===== config.mk =====
export PLATFORM = sky130hd
export DESIGN_NAME = inv_cmd_frontend
export DESIGN_NICKNAME = d
export VERILOG_FILES = /design/src/rtl/inv_cmd_frontend.sv
export SDC_FILE = /design/constraint.sdc
export NUM_CORES = 1
export LEC_CHECK = 0
export ABC_AREA = 1
export CORE_ASPECT_RATIO = 1.75
export CORE_MARGIN = 2
export CORE_UTILIZATION = 57
export CTS_CLUSTER_SIZE = 24
export DETAILED_ROUTE_END_ITERATION = 7
export MAX_ROUTING_LAYER = met4
export PLACE_DENSITY = 0.89
export SETUP_SLACK_MARGIN = 0.2
export SLEW_MARGIN = 30
export SYNTH_ARGS = -nofsm -noshare
export SYNTH_HDL_FRONTEND = slang
export SYNTH_SLANG_ARGS = --single-unit

===== constraint.sdc =====
create_clock -name clk -period 1.84 [get_ports clk]
set_input_delay 0.184 -clock clk [delete_from_list [all_inputs] [get_ports clk]]
set_output_delay 0.184 -clock clk [all_outputs]
set_load 0.01 [all_outputs]

===== src/rtl/inv_cmd_frontend.sv =====
// rtl/inv_cmd_frontend.sv - synchronised, debounced operator front end issuing valid/ready commands
module inv_cmd_frontend #(
   parameter int DEBOUNCE_CYCLES = 250000,
   parameter int CNT_W           = 18
) (
   input  logic       clk,
   input  logic       rst_n,
   input  logic       mode_sw,
   input  logic       cq_sw,
   input  logic [7:0] in_sw,
   input  logic       save_btn_n,
   input  logic       submit_btn_n,
   output logic       cmd_valid,
   input  logic       cmd_ready,
   output logic       cmd_mode,
   output logic [7:0] cmd_code,
   output logic [7:0] cmd_quant,
   output logic       code_loaded,
   output logic       quant_loaded,
   output logic       err_pulse
);

   typedef enum logic {IDLE, ISSUE} state_t;

   localparam logic [CNT_W-1:0] CNT_MAX = CNT_W'(DEBOUNCE_CYCLES - 1);
   // Button bits (active-low) rest at "released" so reset does not look like a press.
   localparam logic [11:0] SYNC_RST = 12'b0000_0000_0011;

   // Bundle layout: {mode, cq, data[7:0], save_n, submit_n}
   logic [11:0] meta_q, meta_d, sync_q, sync_d;
   logic        mode_s, cq_s;
   logic [7:0]  data_s;
   logic [1:0]  btn_s;            // [0] save, [1] submit
   logic [1:0]  lvl_q, lvl_d;
   logic [1:0]  press_q, press_d;
   logic [CNT_W-1:0] cnt_q [2];
   logic [CNT_W-1:0] cnt_d [2];

   state_t     state_q, state_d;
   logic [7:0] code_q, code_d, quant_q, quant_d;
   logic       code_l_q, code_l_d, quant_l_q, quant_l_d;
   logic       valid_q, valid_d, mode_q, mode_d, err_q, err_d;
   logic [7:0] cmd_code_q, cmd_code_d, cmd_quant_q, cmd_quant_d;

   assign mode_s = sync_q[11];
   assign cq_s   = sync_q[10];
   assign data_s = sync_q[9:2];
   assign btn_s  = {sync_q[0], sync_q[1]};

   // Two-stage synchroniser for every asynchronous input
   always_comb begin
      meta_d = {mode_sw, cq_sw, in_sw, save_btn_n, submit_btn_n};
      sync_d = meta_q;
   end

   // Per-button debounce: accept a new level only after it has persisted long enough
   always_comb begin
      for (int i = 0; i < 2; i++) begin
         lvl_d[i] = lvl_q[i];
         cnt_d[i] = '0;
         if (btn_s[i] != lvl_q[i]) begin
            if (cnt_q[i] == CNT_MAX) begin
               lvl_d[i] = btn_s[i];
            end else begin
               cnt_d[i] = cnt_q[i] + 1'b1;
            end
         end
         press_d[i] = lvl_q[i] & ~lvl_d[i];
      end
   end

   // Command FSM: collect code/quantity in IDLE, hold the command in ISSUE until accepted
   always_comb begin
      state_d     = state_q;
      code_d      = code_q;
      quant_d     = quant_q;
      code_l_d    = code_l_q;
      quant_l_d   = quant_l_q;
      valid_d     = valid_q;
      mode_d      = mode_q;
      cmd_code_d  = cmd_code_q;
      cmd_quant_d = cmd_quant_q;
      err_d       = 1'b0;
      case (state_q)
         IDLE: begin
            if (press_q[0]) begin
               if (cq_s) begin
                  code_d   = data_s;
                  code_l_d = 1'b1;
               end else begin
                  quant_d   = data_s;
                  quant_l_d = 1'b1;
               end
            end
            // SUBMIT judges completeness on the flags as they were before this edge
            if (press_q[1]) begin
               if (code_l_q && quant_l_q) begin
                  mode_d      = mode_s;
                  cmd_code_d  = code_q;
                  cmd_quant_d = quant_q;
                  valid_d     = 1'b1;
                  state_d     = ISSUE;
               end else begin
                  err_d = 1'b1;
               end
            end
         end
         ISSUE: begin
            if (valid_q && cmd_ready) begin
               valid_d   = 1'b0;
               code_l_d  = 1'b0;
               quant_l_d = 1'b0;
               state_d   = IDLE;
            end
         end
         default: state_d = IDLE;
      endcase
   end

   // State registers with asynchronous clear
   always_ff @(posedge clk or negedge rst_n) begin
      if (!rst_n) begin
         meta_q      <= SYNC_RST;
         sync_q      <= SYNC_RST;
         lvl_q       <= 2'b11;
         press_q     <= 2'b00;
         cnt_q[0]    <= '0;
         cnt_q[1]    <= '0;
         state_q     <= IDLE;
         code_q      <= '0;
         quant_q     <= '0;
         code_l_q    <= 1'b0;
         quant_l_q   <= 1'b0;
         valid_q     <= 1'b0;
         mode_q      <= 1'b0;
         cmd_code_q  <= '0;
         cmd_quant_q <= '0;
         err_q       <= 1'b0;
      end else begin
         meta_q      <= meta_d;
         sync_q      <= sync_d;
         lvl_q       <= lvl_d;
         press_q     <= press_d;
         cnt_q[0]    <= cnt_d[0];
         cnt_q[1]    <= cnt_d[1];
         state_q     <= state_d;
         code_q      <= code_d;
         quant_q     <= quant_d;
         code_l_q    <= code_l_d;
         quant_l_q   <= quant_l_d;
         valid_q     <= valid_d;
         mode_q      <= mode_d;
         cmd_code_q  <= cmd_code_d;
         cmd_quant_q <= cmd_quant_d;
         err_q       <= err_d;
      end
   end

   assign cmd_valid    = valid_q;
   assign cmd_mode     = mode_q;
   assign cmd_code     = cmd_code_q;
   assign cmd_quant    = cmd_quant_q;
   assign code_loaded  = code_l_q;
   assign quant_loaded = quant_l_q;
   assign err_pulse    = err_q;

endmodule


After elaboration in Yosys (flattened, before gate mapping)
Index checks and enable logic that the tools add are counted.

Bits in registers: 102. Input port bits: 15. Logic and storage cells: 67. Output and inout port bits: 21.

Eq/ne operators: 10. $add $sub $neg: 2. Mux-type cells: 25. Reduce and logical (&&, ||, !) cells: 8. Bitwise logic cells: 6.

Operator list (count): 18-bit 2-to-1 mux (4); 18-bit by 1-bit adder with 18-bit output (second input constant) (2); 18-bit equality test (second input constant) (2); 3-bit AND reduction (6); 1-bit 2-to-1 mux (17); 2-bit inequality test (second input constant) (5); 1-bit case mux with 2 select lines (4); 1-bit inverter (4); 1-bit bitwise AND (2); 1-bit logical AND (2); 1-bit inequality test (2); 2-bit by 1-bit inequality test with 1-bit output (second input constant) (1).

Longest topological paths before layout
Word-level depth: 5. Mapped depth: 9. Depth with buffers taken out: 9.

Worst setup path before layout
OpenSTA, ideal clock, no wires.

Kind: register to register. Start: register cnt_q[0] (netlist name). End: register cnt_q[12] (netlist name). Data arrival time: 1.177 ns. Clock period less this slack: 1.298 ns. Required time: 1.719 ns. Setup time: 0.121 ns. Path buffers: 0. Slack: 0.542 ns. Stages on the path, launching flop included: 7. Path through: dfrtp_1 > ha_1 > nand2_2 > nor2_2 > nand3_1 > nand2_2 > nor2_1.

RTL lines: start, declared (RTL line 36) `logic [CNT_W-1:0] cnt_q [2];`.

==> out/metrics.cfg <==
[outcome]
status=finished, final reports clean

[critical_path]
path_buf_inv=0
crit_chain=nor2_1, nand3_1, nor2_1, nand2_1, nand2_2, nor2_1
worstSetupPathType=flop to flop
cp-start-kind=flop
slowest_stage=dfrtp_1
crit_path_end_kind=flop
cpMostUsedCell=nor2_1
crit_arrival_ns=1.72
cp_top_family=simple AND/OR/NAND/NOR gates
critPathRequiredTime_ns=2.06
cpPeakStageDelay_ns=0.46
path_max_fanout=10

[synthesis]
synthCells=422
synth_fp_nets=439
synth_seq_cells=102
postSynthAreaPerCell_um2=10.1
ys_seq_area_frac=0.601
netlist_area_um2=4260
post_synth_num_cell_types=28
yosys_warnings=0

[sta]
fmax_mhz=668
finalSetupViolations=0
setup_tns_ns=0
relSlewSlack=0.585
drv_slew=0
rsz0062_at_grt=true
period_minus_slack_ns=1.50
hold_viol_final=0
period_share=0.814
skew_ns=0.00769
worst_pin_slew_ns=0.620

[drt]
firstDrtPassIters=6
post-route-drc-count=0
avgRoutedWirePerCell_um=15.0
vias=3002
via_per_inst=5.36
drtIter0Drc=188
ant_nets=0
wl_mm=8.38

[floorplanning]
die_area_um2=8210
die_height_um=118
ios=36
fp.coreArea_um2=7230
dieWidth_um=69.4
placementRows=41
initial_core_util=0.589

[finish]
layout-drive-gt1-share=0.150
antenna_cells=0
layout.nets=487
final_util=0.698
area_growth_pct=18.5

[placed_design]
hpwl_mm=6.12
port_buffers=35
gp_congestion=0.941

[clock_network]
cts_sinks=102
htree_levels=3
cts-buffers-inserted=9
clk_pin_slew_worst_paths_ns=0.06
clockBufferDepth=2
worstSkewPairLatency_ns=0.34
clock-root-buffer=clkbuf_16
cts_tree=done
cts_setup_buffers=0

[run]
drv_cap=0

[global_route]
grt_pass1_vias=3208
overflow=0
grt_pass1_wl_mm=14.3
antenna_found_initial=0
grt_max_degree=45
groute.usage.overall=0.230

[power]
peakVddDrop_mv=0.637
leakage_nw=2.31
powerDensity_nw_per_um2=862

[hold_path]
hp-class=input port to flop

-- stage by stage --
stage          total power, mW  instance area, um2  hold slack, ns  setup WS [ns]  cells
6_report                  4.35                5050           0.251          0.343    560
5_1_grt                   4.52                5050           0.263          0.200    560
4_1_cts                   4.39                5050           0.238          0.317    560
3_5_place_dp              2.53                4740           0.213          0.355    544
3_3_place_gp              2.51                4740           0.201          0.426    544
2_1_floorplan             2.40                4260          -0.112          0.542    422
-- synthesized netlist by cell type, drive strengths merged --
library cell | n | area share
nor3b | 2 | 0.0035
xnor2 | 8 | 0.018
o21ai | 23 | 0.027
nand4 | 3 | 0.0044
nor2 | 88 | 0.093
nor3 | 3 | 0.0035
mux2 | 17 | 0.052
dfrtp | 96 | 0.56
buf | 1 | 0.0026
nand3b | 1 | 0.0018
nand2 | 82 | 0.080
inv | 43 | 0.038
ha | 2 | 0.0059
a21oi | 6 | 0.0070
nand3 | 25 | 0.032
dfstp | 6 | 0.037
o21bai | 3 | 0.0053
clkbuf | 2 | 0.0018
xor2 | 11 | 0.023
-- worst reg2reg max path, stage by stage (launching register included) --
cell	delay [ns]
dfrtp_1	0.46
nor2_1	0.13
nand3_1	0.09
nor2_1	0.29
nand2_1	0.14
nand2_2	0.19
nor2_1	0.07
-- cells by family (layout without fill, tap and decap cells) --
kind of cell	after synthesis	count (layout)	synth area share
AO/OA/AOI/OAI	32	32	0.0393
XOR/XNOR	19	19	0.0408
adder cells (fa/ha/maj)	2	2	0.00587
buffers and inverters	46	98	0.0423
flip-flops	102	102	0.601
multiplexers	17	17	0.0520
AND/OR/NAND/NOR	204	204	0.219
-- registers in the layout, indices dropped and copies added (netlist names) --
name          flops
sync_q           12
quant_loaded      1
cmd_quant         8
code_loaded       1
lvl_q             2
cmd_code          8
cnt_q            36
err_pulse         1
state_q           1
meta_q           12
code_q            8
quant_q           8
cmd_valid         1
press_q           2
cmd_mode          1
-- area by class of cell --
class,count,area [um2]
clock buffer,11,243
clock inverter,4,52.6
fill,506,2180
inverter,43,161
multi-input combinational,274,1530
sequential,102,2560
tap,86,108
timing repair buffer,40,400
-- metal layers --
layer | global-route usage | vias up | wire, um
li1 | - | 1423 | -
met1 | 0.239 | 1444 | 3110
met2 | 0.398 | 107 | 4650
met3 | 0.0529 | 28 | 344
met4 | 0.125 | 0 | 272
met5 | - | - | 0
-- where the power goes --
part           internal [mW]  switching (mW)
clock                   1.09           0.782
sequential              2.29          0.0266
combinational         0.0692          0.0937
total                   3.45           0.902
-- worst paths after layout --
path                            start        end  slack [ns]  cells past startpoint
setup reg to reg            cnt_q[28]  cnt_q[27]        0.34                      6
hold / removal             save_btn_n  meta_q[1]        0.25                      1
max in group asynchronous       rst_n  meta_q[0]        0.82                      3
setup / recovery            cnt_q[28]  cnt_q[27]        0.34                      6
hold reg to reg             meta_q[2]  sync_q[2]        0.35                      0
min in group asynchronous       rst_n  cnt_q[30]        0.37                      2
-- layout by cell type (no fill, tap or decap) --
cell type / netlist / routed
dlygate4sd3_1: 0 / 1
o21ai_1: 1 / 1
a21oi_1: 6 / 6
buf_4: 0 / 4
nand3_4: 1 / 1
nand3b_1: 1 / 1
o21ai_0: 22 / 22
inv_6: 0 / 2
xnor2_1: 7 / 7
nand3_1: 24 / 24
o21bai_1: 3 / 3
nor3_1: 3 / 3
ha_1: 2 / 2
inv_1: 40 / 40
nor2_2: 6 / 7
nor2_1: 75 / 74
mux2_4: 8 / 8
nand4_1: 3 / 3
inv_2: 3 / 3
xnor2_2: 1 / 1
clkbuf_16: 0 / 9
clkdlybuf4s50_1: 0 / 34
clkinv_2: 0 / 1
nand2_2: 8 / 8
dfrtp_1: 96 / 96
mux2_2: 9 / 9
dfstp_2: 6 / 6
buf_12: 0 / 1
nor2_4: 7 / 7
nand2_1: 72 / 72
bufinv_16: 0 / 1
nand2_4: 2 / 2
xor2_1: 11 / 11
clkbuf_1: 2 / 1
clkbuf_8: 0 / 1
nor3b_1: 2 / 2
-- what timing repair did --
action,in CTS,in global routing
gates resized for setup,0,1
endpoints found under the setup margin,0,9
hold buffers,1,0
endpoints found under the hold margin,41,0
Power figures use the tool's default switching activity.
